[config.mk]
export PLATFORM = sky130hd
export DESIGN_NAME = sonar_echo_timer
export DESIGN_NICKNAME = d
export VERILOG_FILES = /design/src/rtl/sonar_echo_timer.sv
export SDC_FILE = /design/constraint.sdc
export NUM_CORES = 1
export LEC_CHECK = 0
export BUFFER_PORTS_ARGS = -buffer_cell sky130_fd_sc_hd__buf_2
export CAP_MARGIN = 15
export CORE_ASPECT_RATIO = 0.5
export CORE_UTILIZATION = 40
export DETAILED_ROUTE_END_ITERATION = 10
export SYNTH_ARGS = -nofsm -noshare
export SYNTH_HDL_FRONTEND = slang
export SYNTH_SLANG_ARGS = --single-unit
export TNS_END_PERCENT = 30
[constraint.sdc]
create_clock -name clk -period 6.6 [get_ports clk]
set_clock_uncertainty 0.1 [all_clocks]
set_input_delay 0.66 -clock clk [delete_from_list [all_inputs] [get_ports clk]]
set_output_delay 0.66 -clock clk [all_outputs]
set_load 0.02 [all_outputs]
[src/rtl/sonar_echo_timer.sv]
// Ultrasonic ranging engine: fires a trigger pulse, then times the returned echo with a timeout.
// Optional SONAR_AVG_EN reports a 4-sample moving average of valid measurements.
module sonar_echo_timer #(
   parameter int unsigned TRIG_CYCLES    = 500,
   parameter int unsigned TIMEOUT_CYCLES = 1900000
) (
   input  logic        clk,
   input  logic        reset,
   input  logic        start,
   input  logic        echo_in,
   output logic        trig_out,
   output logic        busy,
   output logic        done,
   output logic        valid,
   output logic        timed_out,
   output logic [31:0] echo_cycles
);

   localparam logic [31:0] TRIG_LAST    = 32'(TRIG_CYCLES - 1);
   localparam logic [31:0] TIMEOUT_LAST = 32'(TIMEOUT_CYCLES - 1);

   typedef enum logic [1:0] {
      S_IDLE,
      S_TRIG,
      S_WAIT_RISE,
      S_MEASURE
   } state_t;

   state_t      r_state;
   logic        r_echo_m;
   logic        r_echo_s;
   logic        r_echo_prev;
   logic [31:0] r_trig_cnt;
   logic [31:0] r_timeout_cnt;
   logic [31:0] r_width_cnt;
   logic        r_trig_out;
   logic        r_done;
   logic        r_valid;
   logic        r_timed_out;
   logic [31:0] r_echo_cycles;

   logic        w_rise;
   logic        w_fall;
   logic        w_timeout;
   logic [31:0] w_width_next;
   logic [31:0] w_result;

   always_ff @(posedge clk) begin
      if (reset) begin
         r_echo_m    <= 1'b0;
         r_echo_s    <= 1'b0;
         r_echo_prev <= 1'b0;
      end else begin
         r_echo_m    <= echo_in;
         r_echo_s    <= r_echo_m;
         r_echo_prev <= r_echo_s;
      end
   end

   assign w_rise    = r_echo_s & ~r_echo_prev;
   assign w_fall    = ~r_echo_s & r_echo_prev;
   assign w_timeout = (r_timeout_cnt == TIMEOUT_LAST);

   // Width counter saturates instead of wrapping.
   assign w_width_next = (r_echo_s && (r_width_cnt != '1)) ? r_width_cnt + 32'd1 : r_width_cnt;

`ifdef SONAR_AVG_EN
   logic [31:0] r_avg_buf [4];
   logic        r_avg_primed;
   logic [33:0] w_avg_sum;

   // The first valid sample is replicated into all four slots, so its average is itself.
   always_comb begin
      w_avg_sum = {r_width_cnt, 2'b00};
      if (r_avg_primed) begin
         w_avg_sum = 34'(r_width_cnt) + 34'(r_avg_buf[0]) + 34'(r_avg_buf[1]) + 34'(r_avg_buf[2]);
      end
   end

   assign w_result = w_avg_sum[33:2];

   // NOTE: the buffer is reset on purpose, a restart must not average against stale results.
   always_ff @(posedge clk) begin
      if (reset) begin
         for (int i = 0; i < 4; i++) r_avg_buf[i] <= '0;
         r_avg_primed <= 1'b0;
      end else if (r_state == S_MEASURE && w_fall) begin
         r_avg_primed <= 1'b1;
         if (!r_avg_primed) begin
            for (int i = 0; i < 4; i++) r_avg_buf[i] <= r_width_cnt;
         end else begin
            r_avg_buf[3] <= r_avg_buf[2];
            r_avg_buf[2] <= r_avg_buf[1];
            r_avg_buf[1] <= r_avg_buf[0];
            r_avg_buf[0] <= r_width_cnt;
         end
      end
   end
`else
   assign w_result = r_width_cnt;
`endif

   // NOTE: all state and outputs update with non-blocking assignments so every flop sees pre-edge values.
   always_ff @(posedge clk) begin
      if (reset) begin
         r_state       <= S_IDLE;
         r_trig_cnt    <= '0;
         r_timeout_cnt <= '0;
         r_width_cnt   <= '0;
         r_trig_out    <= 1'b0;
         r_done        <= 1'b0;
         r_valid       <= 1'b0;
         r_timed_out   <= 1'b0;
         r_echo_cycles <= '0;
      end else begin
         r_done <= 1'b0;
         case (r_state)
            S_IDLE: begin
               if (start) begin
                  r_state    <= S_TRIG;
                  r_trig_out <= 1'b1;
                  r_trig_cnt <= '0;
               end
            end
            S_TRIG: begin
               if (r_trig_cnt == TRIG_LAST) begin
                  r_state       <= S_WAIT_RISE;
                  r_trig_out    <= 1'b0;
                  r_timeout_cnt <= '0;
               end else begin
                  r_trig_cnt <= r_trig_cnt + 32'd1;
               end
            end
            S_WAIT_RISE: begin
               r_timeout_cnt <= r_timeout_cnt + 32'd1;
               if (w_timeout) begin
                  r_state     <= S_IDLE;
                  r_valid     <= 1'b0;
                  r_timed_out <= 1'b1;
                  r_done      <= 1'b1;
               end else if (w_rise) begin
                  // The rise cycle already has echo_s high, so it counts as the first cycle.
                  r_state     <= S_MEASURE;
                  r_width_cnt <= 32'd1;
               end
            end
            S_MEASURE: begin
               r_timeout_cnt <= r_timeout_cnt + 32'd1;
               r_width_cnt   <= w_width_next;
               if (w_fall) begin
                  r_state       <= S_IDLE;
                  r_echo_cycles <= w_result;
                  r_valid       <= 1'b1;
                  r_timed_out   <= 1'b0;
                  r_done        <= 1'b1;
               end else if (w_timeout) begin
                  r_state     <= S_IDLE;
                  r_valid     <= 1'b0;
                  r_timed_out <= 1'b1;
                  r_done      <= 1'b1;
               end
            end
            default: r_state <= S_IDLE;
         endcase
      end
   end

   assign trig_out    = r_trig_out;
   assign busy        = (r_state != S_IDLE);
   assign done        = r_done;
   assign valid       = r_valid;
   assign timed_out   = r_timed_out;
   assign echo_cycles = r_echo_cycles;

endmodule

==> metrics.txt <==
multiplexer area fraction after synthesis=less than 1%; layer with the highest usage after global routing=met2; post-CTS sizing=0; Die Height=about 93 microns; RePlAce Congestion=0.8277; worst path buffer plus inverter count=1; Synth Area in Compound Gates=between 20% and 30%; Period minus WS final=just under 4 ns; main combinational cell family by area after synthesis=simple AND/OR/NAND/NOR gates; Crit Reg-Reg Endpoint=r_width_cnt[17]; Crit Path Class=reg -> reg; Critical Path Source Type=flop; DR pass1 iterations=5; number of cells on the worst reg-to-reg path=6; cell with the most instances after synthesis=dfxtp_1; buffers inserted during post-CTS setup optimization=0; EDFF count, synth=0; layout overhead on the synthesized area=12.87%; met2 layer usage reported by global route=roughly 32%; final HPWL from detailed placement=between 10 and 15 mm; Placed Instances=1036; layout cells sized above 1=between 10% and 20%; routed vias=6379; post-synthesis simple-gate area fraction=31.08%; area post-placement=~6900 sq um; area inside the core boundary=between 15000 and 20000 sq um; die width=between 150 and 200 microns; depth of the CTS H-tree=4; CTS clk-pin slew, worst paths=0.06 ns; pre-CTS setup slack=2.727 ns; antenna viol nets, final=0; startpoint of the worst-slack reg-to-reg timing path=r_state[1]; I/O pin cnt=between 40 and 50; slew margin rel.=between 10% and 20%; Area contributors post-synth=dfxtp_1 (41%), nand2_1 (7.7%), a21oi_1 (6.6%); Cell Count, Final, Fillers Out=1068; prevailing post-synth register cell=dfxtp_1; crit-path cells=and2_1 -> buf_4 -> nand2_1 -> a41oi_2 -> or2_1 -> a311oi_1; maximum fanout count along the critical path=32; area of all placed cells without fillers=7492 sq um; Total Die Area=between 15000 and 20000 sq um; drt initial violations=approximately 550; clock latency reported for the late side of the worst-skew pair=between 0.4 and 0.5 ns; delay-heaviest family, CP=simple AND/OR/NAND/NOR gates; maximum root-to-sink buffer count=2; status=complete, no violations; all-layer global routing usage=between 20% and 30%; first-pass GRT wire length=~28 mm; post-synth cell types=59; sum of negative setup slack=0 ns; final count of hold timing violations=0; met1 global-route usage=27.69%; cts hold-fix bufs=0; number of remaining DRC errors=0; longest individual stage delay on the worst path=1.01 ns; input/output buffers=40; fraction of the mapped netlist area in adder cells=less than 1%; critical path capture point type=flop; final-report max-slew violation count=0; Net Count, Synth=832; Net count, final=about 840; Inserted Clock Buffers=17; Yosys warning total=0; setup ws final=2.630 ns; effective utilization at floorplan=a little over two fifths; total of endpoints with negative setup slack in the final report=0; post-synthesis share of cell area spent on xor and xnor gates=0.3959%; Maximum Capacitance Violations=0; pwr dens=approximately 240 nW/um^2; worst hold path endpoint=r_echo_s; GRT overflow=0; fin crit share=roughly three fifths; Fmax achieved=251.9 MHz; most frequent cells after synthesis=dfxtp_1 (137), nand2_1 (136), a21oi_1 (87); Avg Vias per Cell=5.973; worst reg2reg setup slack=2.63 ns; Syn Area/Cell=~8.0 sq um; RSZ-0062 raised after global routing=no; slew at the pin closest to its max-slew limit=approximately 1.2 ns; worst-path cell with the longest stage delay=or2_1; Seq/Total Area, Yosys=about two fifths; met3 Resource Use GR=~4.1%; leading area contributor after synthesis=dfxtp_1; via count of the first global-routing pass=~5600; antenna violations before repair=0; Worst IR Drop VDD=between 0.00015 and 0.0002 V; Synth Cell Area=about 6600 sq um; class of the worst hold path=reg -> reg; Mapped Cells=a little over 800; number of synthesized register bits=137; average wire per standard cell=15.73 microns; hold wc startpoint=r_echo_m; final total power=~1800 uW; leakage power of the design=0.002386 uW; CTS Root Buffer Type=clkbuf_16; CP Data Arrival Time=slightly above 4 ns; Clock Sinks=around 140; Fill cells=1562; Async SR Flop Fraction=0%; number of rows created at floorplan=32; wire length reported by the detailed router=16.80 mm; clock tree from TritonCTS=built; fraction of synthesized cell area taken by the top area cell type=about two fifths; WHS Path Cells=1; worst endpoint required time=6.73 ns; # diodes=0; pin count of the biggest net entering global routing=85
-- cell usage in the layout, fill, tap and decap left out, types with 5 or more instances in the layout --
cell         n
dfxtp_1    137
nand2_1    136
a21oi_1     87
nand3_1     56
buf_2       39
nand4_1     34
nor2_1      29
o21ai_0     24
a311oi_1    22
and4_1      20
and3_1      19
nor3_1      18
clkbuf_16   17
nor4_1      16
or3_1       16
or2_2       15
a31oi_1     14
or4_1       13
o31ai_1     12
inv_1       10
o211ai_1     9
a41oi_1      8
o21a_1       7
mux2i_1      6
buf_4        6
nand2b_1     5
clkinv_4     5
-- power breakdown --
group	switching [uW]	internal [uW]	leakage, uW
Clock	408	549	0.000283
Combinational	36.0	9.77	0.000999
Sequential	2.89	829	0.00110
Total	447	1390	0.00239
-- cell type report --
class	instances	area [sq um]	area share [%]
Multi-Input combinational cell	622	3603	48.10
Clock inverter	13	135.1	1.804
Tap cell	221	276.5	3.691
Inverter	11	41.29	0.5511
Clock buffer	19	452.9	6.045
Timing Repair Buffer	45	240.2	3.206
Sequential cell	137	2743	36.61
-- sequential cells by signal (all words and copies together) (netlist names) --
register,flops
echo_cycles,32
r_timeout_cnt,32
r_trig_cnt,32
r_width_cnt,32
r_state,2
done,1
r_echo_m,1
r_echo_prev,1
r_echo_s,1
timed_out,1
trig_out,1
valid,1
-- how the worst max path moves through the flow --
| stage | depth (start not counted) | from | to |
|---|---|---|---|
| after global placement | 6 | r_state[1] | r_width_cnt[23] |
| after floorplan | 6 | start | r_trig_cnt[25] |
| after CTS | 6 | r_state[1] | r_width_cnt[17] |
| after global routing | 6 | r_state[1] | r_width_cnt[12] |
| final | 6 | r_state[1] | r_width_cnt[17] |
| after detailed placement | 6 | r_state[1] | r_width_cnt[17] |
-- metrics by stage --
| step | utilization [%] | hold WS, ns |
|---|---|---|
| final | 47.37 | 0.3432 |
| after detailed placement | 43.66 | 0.3386 |
| after floorplan | - | 0.3138 |
| after global routing | 47.37 | 0.3707 |
| after global placement | 43.66 | 0.3263 |
| after CTS | 47.37 | 0.3527 |
-- worst reg2reg max path: cells and delay by family, from the launching register on --
kind | cells | cell delay (ns)
AO/OA/AOI/OAI | 2 | 1.22
buffers and inverters | 1 | 0.27
flip-flops | 1 | 0.70
AND/OR/NAND/NOR | 3 | 1.50
-- logic make-up (layout without fill, tap and decap cells) --
logic type               Yosys count  in the layout
AND/OR/NAND/NOR                  396            396
AO/OA/AOI/OAI                    214            214
flip-flops                       137            137
buffers and inverters             66             88
multiplexers                       6              6
adder cells (fa/ha/maj)            3              3
XOR/XNOR                           3              3
-- routing by layer --
layer | up-vias | part of all wire (%)
li1 | 3152 | -
met1 | 3061 | 50
met2 | 146 | 44
met3 | 20 | 4.0
met4 | 0 | 1.3
met5 | - | 0
No activity file was read; power rests on OpenSTA's default activity.
